File: config.mk
export PLATFORM = sky130hd
export DESIGN_NAME = wb_stage
export DESIGN_NICKNAME = d
export VERILOG_FILES = /design/src/rtl/wb_pkg.sv /design/src/rtl/wb_load_align.sv /design/src/rtl/wb_stage.sv
export SDC_FILE = /design/constraint.sdc
export NUM_CORES = 1
export LEC_CHECK = 0
export CAP_MARGIN = 20
export CORE_ASPECT_RATIO = 2
export CORE_MARGIN = 5
export CORE_UTILIZATION = 39
export CTS_CLUSTER_DIAMETER = 120
export CTS_CLUSTER_SIZE = 40
export DETAILED_ROUTE_END_ITERATION = 8
export PLACE_DENSITY = 0.88
export SETUP_SLACK_MARGIN = 0.02
export SLEW_MARGIN = 0
export SYNTH_ARGS = -nofsm -noshare
export SYNTH_HDL_FRONTEND = slang
export SYNTH_SLANG_ARGS = --single-unit
File: constraint.sdc
create_clock -name clk -period 1.9 [get_ports clk]
set_input_delay 0.285 -clock clk [delete_from_list [all_inputs] [get_ports clk]]
set_output_delay 0.285 -clock clk [all_outputs]
set_load 0.01 [all_outputs]
File: src/rtl/wb_pkg.sv
// Shared encodings for the write-back stage: load-size codes and the
// load-wait state machine states.
package wb_pkg;

    localparam logic [1:0] LS_BYTE = 2'b00;
    localparam logic [1:0] LS_HALF = 2'b01;
    localparam logic [1:0] LS_WORD = 2'b10;
    localparam logic [1:0] LS_FULL = 2'b11;

    typedef enum logic {
        WB_IDLE     = 1'b0,
        WB_WAIT_MEM = 1'b1
    } wb_state_e;

endpackage

File: src/rtl/wb_load_align.sv
// Combinational load lane selection and sign/zero extension to D_SIZE.
// Half and word lanes ignore the misaligned low offset bits.
module wb_load_align
    import wb_pkg::*;
#(
    parameter int D_SIZE = 32,
    parameter int OFF_W  = $clog2(D_SIZE/8)
) (
    input  logic [D_SIZE-1:0] data_i,
    input  logic [1:0]        size_i,
    input  logic              sign_i,
    input  logic [OFF_W-1:0]  off_i,
    output logic [D_SIZE-1:0] result_o
);

    logic [OFF_W-1:0]  off_h;
    logic [OFF_W-1:0]  off_w;
    logic [D_SIZE-1:0] lane_b;
    logic [D_SIZE-1:0] lane_h;
    logic [D_SIZE-1:0] lane_w;

    // Keeps the low nbits of f and fills the rest with the field's top bit
    // when sgn is set, zeros otherwise.
    function automatic logic [D_SIZE-1:0] extend_field(
        input logic [D_SIZE-1:0] f,
        input int                nbits,
        input logic              sgn
    );
        logic [D_SIZE-1:0] mask;
        logic              top;
        if (nbits >= D_SIZE) begin
            mask = '1;
        end else begin
            mask = (D_SIZE'(1) << nbits) - D_SIZE'(1);
        end
        top = sgn & (|(f & (mask ^ (mask >> 1))));
        return (f & mask) | ({D_SIZE{top}} & ~mask);
    endfunction

    assign off_h  = off_i & ~OFF_W'(1);
    assign off_w  = off_i & ~OFF_W'(3);

    assign lane_b = data_i >> {off_i, 3'b000};
    assign lane_h = data_i >> {off_h, 3'b000};
    assign lane_w = data_i >> {off_w, 3'b000};

    always_comb begin
        result_o = data_i;
        unique case (size_i)
            LS_BYTE: result_o = extend_field(lane_b, 8, sign_i);
            LS_HALF: result_o = extend_field(lane_h, 16, sign_i);
            LS_WORD: result_o = extend_field(lane_w, 32, sign_i);
            LS_FULL: result_o = data_i;
        endcase
    end

endmodule

File: src/rtl/wb_stage.sv
// Write-back stage: selects ALU result or aligned load data, waits for late
// memory data, drives the registered write port. Optional WB_STALL_CNT_EN.
module wb_stage
    import wb_pkg::*;
#(
    parameter int D_SIZE   = 32,
    parameter int R_BITS   = 3,
    parameter int OFF_W    = $clog2(D_SIZE/8),
    parameter int ZERO_REG = 0
) (
    input  logic              clk,
    input  logic              rst,
    input  logic              valid_wb,
    input  logic              reg_we_wb,
    input  logic              load_en_wb,
    input  logic [1:0]        load_size_wb,
    input  logic              load_sign_wb,
    input  logic [OFF_W-1:0]  byte_off_wb,
    input  logic [D_SIZE-1:0] result_wb,
    input  logic [R_BITS-1:0] dest_reg_wb,
    input  logic [D_SIZE-1:0] data_in,
    input  logic              data_in_valid,
    output logic              stall_wb,
    output logic [D_SIZE-1:0] result_rs,
    output logic [R_BITS-1:0] dest_rs,
    output logic              reg_we_rs
`ifdef WB_STALL_CNT_EN
    ,
    output logic [31:0]       stall_cnt
`endif
);

    wb_state_e         state_q, state_d;

    logic [R_BITS-1:0] hold_dest_q;
    logic [1:0]        hold_size_q;
    logic              hold_sign_q;
    logic [OFF_W-1:0]  hold_off_q;
    logic              hold_we_q;

    logic [D_SIZE-1:0] result_q, result_d;
    logic [R_BITS-1:0] dest_q, dest_d;
    logic              we_q, we_d;

    logic              waiting;
    logic              accept;
    logic              load_hit;
    logic              load_miss;
    logic              mem_done;

    logic [1:0]        sel_size;
    logic              sel_sign;
    logic [OFF_W-1:0]  sel_off;
    logic [R_BITS-1:0] sel_dest;
    logic              sel_we;
    logic [D_SIZE-1:0] aligned;

    function automatic logic write_blocked(input logic [R_BITS-1:0] d);
        return (ZERO_REG != 0) && (d == '0);
    endfunction

    always_comb begin
        waiting   = (state_q == WB_WAIT_MEM);
        accept    = !waiting && valid_wb;
        load_hit  = accept && load_en_wb && data_in_valid;
        load_miss = accept && load_en_wb && !data_in_valid;
        mem_done  = waiting && data_in_valid;
    end

    // While waiting, the extractor works from the captured load fields.
    always_comb begin
        sel_size = waiting ? hold_size_q : load_size_wb;
        sel_sign = waiting ? hold_sign_q : load_sign_wb;
        sel_off  = waiting ? hold_off_q  : byte_off_wb;
        sel_dest = waiting ? hold_dest_q : dest_reg_wb;
        sel_we   = waiting ? hold_we_q   : reg_we_wb;
    end

    wb_load_align #(
        .D_SIZE (D_SIZE),
        .OFF_W  (OFF_W)
    ) u_align (
        .data_i   (data_in),
        .size_i   (sel_size),
        .sign_i   (sel_sign),
        .off_i    (sel_off),
        .result_o (aligned)
    );

    always_ff @(posedge clk or posedge rst) begin
        if (rst) begin
            state_q <= WB_IDLE;
        end else begin
            state_q <= state_d;
        end
    end

    always_comb begin
        state_d = state_q;
        case (state_q)
            WB_IDLE: begin
                if (load_miss) state_d = WB_WAIT_MEM;
            end
            WB_WAIT_MEM: begin
                if (data_in_valid) state_d = WB_IDLE;
            end
        endcase
    end

    always_comb begin
        stall_wb = (state_q == WB_WAIT_MEM);
    end

    always_comb begin
        result_d = result_q;
        dest_d   = dest_q;
        we_d     = 1'b0;
        if (mem_done || load_hit) begin
            result_d = aligned;
            dest_d   = sel_dest;
            we_d     = sel_we && !write_blocked(sel_dest);
        end else if (accept && !load_en_wb) begin
            result_d = result_wb;
            dest_d   = dest_reg_wb;
            we_d     = reg_we_wb && !write_blocked(dest_reg_wb);
        end
    end

    always_ff @(posedge clk or posedge rst) begin
        if (rst) begin
            result_q <= '0;
            dest_q   <= '0;
            we_q     <= 1'b0;
        end else begin
            result_q <= result_d;
            dest_q   <= dest_d;
            we_q     <= we_d;
        end
    end

    // Holding fields are only meaningful in WAIT_MEM, so they need no reset.
    always_ff @(posedge clk) begin
        if (load_miss) begin
            hold_dest_q <= dest_reg_wb;
            hold_size_q <= load_size_wb;
            hold_sign_q <= load_sign_wb;
            hold_off_q  <= byte_off_wb;
            hold_we_q   <= reg_we_wb;
        end
    end

    assign result_rs = result_q;
    assign dest_rs   = dest_q;
    assign reg_we_rs = we_q;

`ifdef WB_STALL_CNT_EN
    logic [31:0] stall_cnt_q;

    function automatic logic [31:0] sat_inc(input logic [31:0] v);
        return (&v) ? v : v + 32'd1;
    endfunction

    always_ff @(posedge clk or posedge rst) begin
        if (rst) begin
            stall_cnt_q <= '0;
        end else if (stall_wb) begin
            stall_cnt_q <= sat_inc(stall_cnt_q);
        end
    end

    assign stall_cnt = stall_cnt_q;
`endif

endmodule

==> results.py, run 1 <==
metrics = {
    "status": {
        "result_of_the_run": "finished, final reports clean",
    },
    "floorplanning": {
        "chipWidth_um": 68.87,
        "die_area_mm2": 0.008796,
        "floorplan.core_area_mm2": 0.006833,
        "initial_core_util_pct": 39.55,
        "site_rows": 43,
        "top_level_ports": 115,
        "fp.dieH_um": 127.7,
    },
    "clock_tree": {
        "tritoncts_num_sinks": 46,
        "clock_path_buffers": 2,
        "worstSkewPairLatency_ns": 0.28,
        "htree_levels": 2,
        "clk_transition_reported_paths_ns": 0.06,
        "clockRootBuffer": "sky130_fd_sc_hd__clkbuf_16",
        "cts_inserted_buffers": 5,
        "cts_tree": "yes",
        "postCtsHoldBufs": 0,
    },
    "global_routing": {
        "antenna_found_initial": 0,
        "use_met3_pct": 5.614,
        "first_global_vias": 2838,
        "grt_use_met2_pct": 32.09,
        "gr-usage-all-layers_pct": 20.53,
        "grt.overflow.total": 0,
        "grt_max_degree": 38,
        "met1_usage_pct": 27.05,
        "grt.busiest_layer": "met2",
        "global_route_wire_length_before_repair_um": 13970,
    },
    "sta": {
        "timing.final.crit_share_pct": 95.66,
        "maxSlewViolCount": 0,
        "max_clock_freq_ghz": 0.5502,
        "worst_pin_slew_ns": 0.4842,
        "final_hold_viol_count": 0,
        "unrepaired_setup_endpoints_after_global_routing": "yes",
        "slew-limit-headroom_pct": 67.72,
        "final_number_of_setup_violating_endpoints": 0,
        "finClkSkew_ns": 0.002572,
        "finalCriticalPeriod_ns": 1.817,
    },
    "worst_setup_path": {
        "required_ns": 2.10,
        "cp.arrival_ns": 2.02,
        "worstSetupEndpointType": "flop",
        "cp-start-kind": "flop",
        "critical_path_class": "reg -> reg",
        "path_max_fanout": 12,
    },
    "pwr": {
        "vdd.ir_drop.worst_v": 0.0004759,
        "power.density_mw_per_mm2": 745.0,
        "power.static_leakage_nw": 1.620,
        "power.total_mw": 3.178,
    },
    "synthesis": {
        "synth_largest_type_area_fraction_pct": 34.26,
        "synthDominantAreaCellType": "sky130_fd_sc_hd__dfrtp_1",
        "postSynthRegisterBits": 46,
        "synth_area_per_cell_um2": 10.56,
        "synthesis.yosys.warnings": 0,
        "post_synth_num_cell_types": 37,
        "synth.top_cells.by_area": "sky130_fd_sc_hd__dfrtp_1, sky130_fd_sc_hd__edfxtp_1, sky130_fd_sc_hd__a221oi_1, sky130_fd_sc_hd__a31oi_1, sky130_fd_sc_hd__a22oi_1",
        "synth_cells": 256,
        "portion_of_the_post_synthesis_area_used_by_sequential_elements_pct": 44.26,
        "synth.cell_area_mm2": 0.002703,
        "synth_nets": 334,
    },
    "layout": {
        "layout.cells.most_common": "sky130_fd_sc_hd__clkdlybuf4s50_1",
        "diodes": 0,
        "drive_gt1_share_pct": 14.92,
        "most-common-layout-cells": "sky130_fd_sc_hd__clkdlybuf4s50_1, sky130_fd_sc_hd__dfrtp_1, sky130_fd_sc_hd__a31oi_1",
        "fill_cell_total_of_the_finished_layout": 549,
        "finish.net_count": 459,
        "areaGrowthSynthToFinish_pct": 57.82,
        "postLayoutCellArea_mm2": 0.004265,
        "utilization_pct": 62.42,
    },
    "run": {
        "timing.max_cap.violations": 0,
    },
    "drt": {
        "vias": 2833,
        "ant_nets": 0,
        "dr.first_iter.drc_count": 316,
        "wl_um": 9348,
        "drcViolationCount": 0,
        "drt_first_pass_iters": 5,
        "detail_route.vias_per_cell": 6.002,
        "routedWlPerCell_um": 19.81,
    },
    "placement": {
        "post-dp-hpwl_um": 6849,
        "placement.cell_area_mm2": 0.004084,
        "gp_routability_congestion": 0.8736,
        "quantity_of_i_o_buffers_inserted_on_ports": 114,
    },
    "min_path": {
        "hp-class": "in -> async",
    },
}
-- through the flow --
stage / hold slack [ns] / worst slack [ns] / setup TNS [ns] / instances
6_report: 0.4221 / 0.08251 / 0 / 472
5_1_grt: 0.4775 / 0.01255 / 0 / 472
4_1_cts: 0.4444 / 0.03926 / 0 / 470
3_5_place_dp: 0.4749 / -0.1826 / -4.216 / 462
3_3_place_gp: 0.4632 / -0.1163 / -2.771 / 462
2_1_floorplan: 0.3839 / 0.1195 / 0 / 256
-- repair_timing --
action | 4_1_cts | 5_1_grt
setup endpoints to repair | 26 | 24
buffers inserted | 0 | 0
pin swaps | 0 | 2
cloned | 0 | 2
resized for setup | 1 | 3
-- Yosys cell counts (all sizes together) --
| master | n |
|---|---|
| a211oi | 7 |
| mux2 | 11 |
| a21o | 1 |
| nand2 | 15 |
| a221oi | 25 |
| a21oi | 24 |
| edfxtp | 9 |
| a22oi | 17 |
| inv | 2 |
| nand3 | 4 |
| clkbuf | 11 |
| nor2 | 3 |
| mux2i | 7 |
| o32ai | 1 |
| o21ai | 12 |
| a221o | 1 |
| and2 | 2 |
| nor2b | 11 |
| nor3 | 2 |
| buf | 9 |
| or3 | 1 |
| dfrtp | 37 |
| o22ai | 2 |
| mux4 | 1 |
| nand2b | 7 |
| nor3b | 3 |
| a31oi | 30 |
| or3b | 1 |
-- layer usage --
metal  up-vias  share of wire, %
met5         -                 0
met4         0               2.9
met3        24                12
met2       206                47
met1      1322                38
li1       1281                 -
-- worst max-delay path, stage by stage (launching register included) --
cell and delay (ns):
sky130_fd_sc_hd__dfrtp_2 0.44, sky130_fd_sc_hd__buf_4 0.19, sky130_fd_sc_hd__or3b_2 0.49, sky130_fd_sc_hd__nand2_2 0.19, sky130_fd_sc_hd__nand3_2 0.20, sky130_fd_sc_hd__a22oi_1 0.21
-- state kept, by name (all words and copies together) (netlist names) --
signal,count
result_rs,32
stall_wb,1
hold_size_q,2
hold_we_q,1
hold_off_q,2
hold_sign_q,1
reg_we_rs,1
hold_dest_q,3
dest_rs,3
-- power breakdown --
| group | leakage, nW | switching [mW] | internal (mW) |
|---|---|---|---|
| registers | 0.537 | 0.0871 | 1.14 |
| logic | 1.01 | 0.468 | 0.625 |
| clock network | 0.0706 | 0.370 | 0.484 |
-- logic make-up (layout without fill, tap and decap cells) --
| family | count (synthesis) | count (layout) | share of synthesized area [%] |
|---|---|---|---|
| compound gates | 120 | 120 | 30.93 |
| buf+inv | 22 | 146 | 5.093 |
| mux | 19 | 19 | 8.750 |
| flops | 46 | 46 | 44.26 |
| simple gates | 49 | 51 | 10.97 |
-- cell type report --
type                       count  area [um2]  share of cell area [%]
inverter                       2       7.507                  0.1760
sequential                    46        1197                   28.07
timing repair buffer         136        1394                   32.68
tap                           90       112.6                   2.640
clock buffer                   6       128.9                   3.021
multi-input combinational    190        1415                   33.18
clock inverter                 2       10.01                  0.2347
-- path summary, 6_finish.rpt --
kind / from / to / slack (ns) / cells after the start
setup reg to reg: stall_wb / result_rs[15] / 0.08 / 5
hold reg to reg: dest_rs[2] / dest_rs[2] / 0.48 / 2
hold / removal: rst / result_rs[28] / 0.42 / 3
setup / recovery: stall_wb / result_rs[15] / 0.08 / 5
min in group clk: dest_rs[2] / dest_rs[2] / 0.48 / 2
max in group asynchronous: rst / stall_wb / 1.11 / 3
Power figures use the tool's default switching activity.
==> inputs of run 2 (changes only) <==
GPL_ROUTABILITY_DRIVEN = 0   (was not set)
==> results of run 2 <==
No change in the layout: final DEF, timing and power equal those of run 1.
==> inputs of run 3 (changes only) <==
CORE_MARGIN = 10   (was 5)
==> run 3 against run 2 <==
  * Final area fell by 0.26%
  * Via count decreased by 0.74%
  * Total power is 2.6% higher
  * Largest power group unchanged
  * Die area increased by 23%
  * Largest cell class unchanged
  * Final cell count is 1.1% lower
  * Global-route usage is 2.9 points lower
  * Sequential cell count stayed put
  * Critical path type unchanged
==> results.py, run 3 (synthesized netlist as in run 1, its figures left out) <==
metrics = {
    "layout": {
        "layout.cells.most_common": "sky130_fd_sc_hd__clkdlybuf4s50_1",
        "finish.net_count": 456,
        "multiInputGateArea_mm2": 0.001411,
        "diodes": 0,
        "fill_cell_total_of_the_finished_layout": 539,
        "drive_gt1_share_pct": 15.04,
        "final-instance-count-excl-fill": 467,
        "largest_register_ff_count": 32,
        "layout.area.seq_mm2": 0.001197,
        "utilization_pct": 63.74,
        "areaGrowthSynthToFinish_pct": 57.41,
        "most-common-layout-cells": "sky130_fd_sc_hd__clkdlybuf4s50_1, sky130_fd_sc_hd__dfrtp_1, sky130_fd_sc_hd__a31oi_1",
    },
    "clock_tree": {
        "cts_tree": "yes",
        "tritoncts_num_sinks": 46,
        "cts_inserted_buffers": 5,
        "worstSkewPairLatency_ns": 0.29,
        "clockRootBuffer": "sky130_fd_sc_hd__clkbuf_16",
        "htree_levels": 2,
        "postCtsHoldBufs": 0,
        "clk_transition_reported_paths_ns": 0.07,
        "clock_path_buffers": 2,
        "number_of_buffers_added_for_setup_after_cts": 0,
    },
    "worst_setup_path": {
        "worstSetupPathDepth": 5,
        "worstSetupEndpointType": "flop",
        "critical_path_cell_list": "mux2i_4 > buf_12 > mux2_2 > a21oi_1 > a31oi_1",
        "cp.arrival_ns": 1.98,
        "cp.buffers_inverters": 1,
        "path_max_fanout": 8,
        "timing.reg2reg.worst_path_depth": 5,
        "crit_slowest_cell": "sky130_fd_sc_hd__dfrtp_2",
        "critical_path_class": "reg -> reg",
        "critPathMaxStageDelay_ns": 0.46,
        "cp-start-kind": "flop",
        "required_ns": 2.06,
        "critical_path.top_delay_family": "multiplexers",
    },
    "sta": {
        "final_number_of_setup_violating_endpoints": 0,
        "final_hold_viol_count": 0,
        "slew-limit-headroom_pct": 60.14,
        "finalWorstSetupSlack_ns": 0.07951,
        "unrepaired_setup_endpoints_after_global_routing": "yes",
        "finalCriticalPeriod_ns": 1.820,
        "worst_pin_slew_ns": 0.5979,
        "max_clock_freq_ghz": 0.5493,
        "setup-tns-final_ns": 0,
        "finClkSkew_ns": 0.004804,
        "maxSlewViolCount": 0,
        "timing.final.crit_share_pct": 95.82,
    },
    "pwr": {
        "power.density_mw_per_mm2": 766.8,
        "net_sw_power_uw": 938.7,
        "power.switching_fraction_pct": 28.78,
        "seqPwrFrac_pct": 37.7,
        "clock_power_share_pct": 28.8,
        "power.static_leakage_nw": 1.615,
        "internal-power_mw": 2.323,
        "p_comb_share_pct": 33.5,
        "vdd.ir_drop.worst_v": 0.0004178,
    },
    "drt": {
        "detail_route.vias_per_cell": 6.021,
        "drt_first_pass_iters": 6,
        "routedWlPerCell_um": 21.73,
        "wl_um": 10150,
        "ant_nets": 0,
        "vias": 2812,
        "drcViolationCount": 0,
        "dr.first_iter.drc_count": 310,
    },
    "placement": {
        "quantity_of_i_o_buffers_inserted_on_ports": 114,
        "placed_cells": 458,
        "post-dp-hpwl_um": 7910,
        "place_ws_ns": -0.1887,
    },
    "floorplanning": {
        "chipWidth_um": 78.87,
        "site_rows": 42,
        "initial_core_util_pct": 40.49,
        "top_level_ports": 115,
        "die_area_mm2": 0.01086,
        "floorplan.core_area_mm2": 0.006674,
        "fp.dieH_um": 137.7,
    },
    "global_routing": {
        "grt_max_degree": 38,
        "global_route_wire_length_before_repair_um": 14920,
        "first_global_vias": 2795,
        "grt.overflow.total": 0,
        "antenna_found_initial": 0,
        "gr-usage-all-layers_pct": 17.64,
    },
    "min_path": {
        "hp-class": "in -> async",
    },
    "run": {
        "timing.max_cap.violations": 0,
    },
    "status": {
        "result_of_the_run": "finished, final reports clean",
    },
}
[run 3: changes by cell type in the layout (fill, tap and decap cells not counted), sizes merged]
cell    before  now
buf         22   20
clkbuf       6    7
clkinv       2    1
nand3        6    5
[run 3: worst paths after layout]
check	startpoint	to	slack, ns
worst min register to register	hold_we_q	reg_we_rs	0.49
worst min-delay path	rst	result_rs[10]	0.41
min in group clk	hold_we_q	reg_we_rs	0.49
worst max register to register	stall_wb	result_rs[6]	0.08
max in group asynchronous	rst	stall_wb	1.14
worst max-delay path	stall_wb	result_rs[6]	0.08
[run 3: layer usage]
metal | global-route usage, % | part of all wire (%)
met1 | 17.64 | 33
met2 | 32.03 | 55
met3 | 4.178 | 6.6
met4 | 10.52 | 4.9
met5 | 0 | 0
[run 3: worst reg2reg max path: stages (launching register included)]
cell and delay, ns:
sky130_fd_sc_hd__dfrtp_2 0.46, sky130_fd_sc_hd__mux2i_4 0.36, sky130_fd_sc_hd__buf_12 0.17, sky130_fd_sc_hd__mux2_2 0.33, sky130_fd_sc_hd__a21oi_1 0.24, sky130_fd_sc_hd__a31oi_1 0.14
[run 3: repair_timing]
action,in CTS,in global routing
endpoints found under the setup margin,31,31
gates cloned,0,1
resized for setup,2,4
[run 3: per-stage QoR]
| step | power [mW] | hold slack, ns | area [um2] |
|---|---|---|---|
| 4_1_cts | 3.251 | 0.4342 | 4220 |
| 6_report | 3.262 | 0.4072 | 4254 |
| 3_5_place_dp | 2.325 | 0.4754 | 4054 |
| 5_1_grt | 3.407 | 0.4710 | 4254 |
| 2_1_floorplan | 1.711 | 0.3839 | 2708 |
| 3_3_place_gp | 2.298 | 0.4645 | 4054 |
[run 3: area by class of cell]
type	count	share of cell area, %
clock buffer	7	3.588
clock inverter	1	0.2059
inverter	2	0.1765
multi-input combinational	189	33.18
sequential	46	28.15
tap	88	2.588
timing repair buffer	134	32.12
[run 3: power by group through the flow]
stage	logic (mW)	registers (mW)	clock network, mW
after global placement	1.06	1.24	0
final	1.09	1.23	0.939
after global routing	1.17	1.24	0.997
after floorplan	0.417	1.29	0
after detailed placement	1.08	1.25	0
after CTS	1.09	1.23	0.938
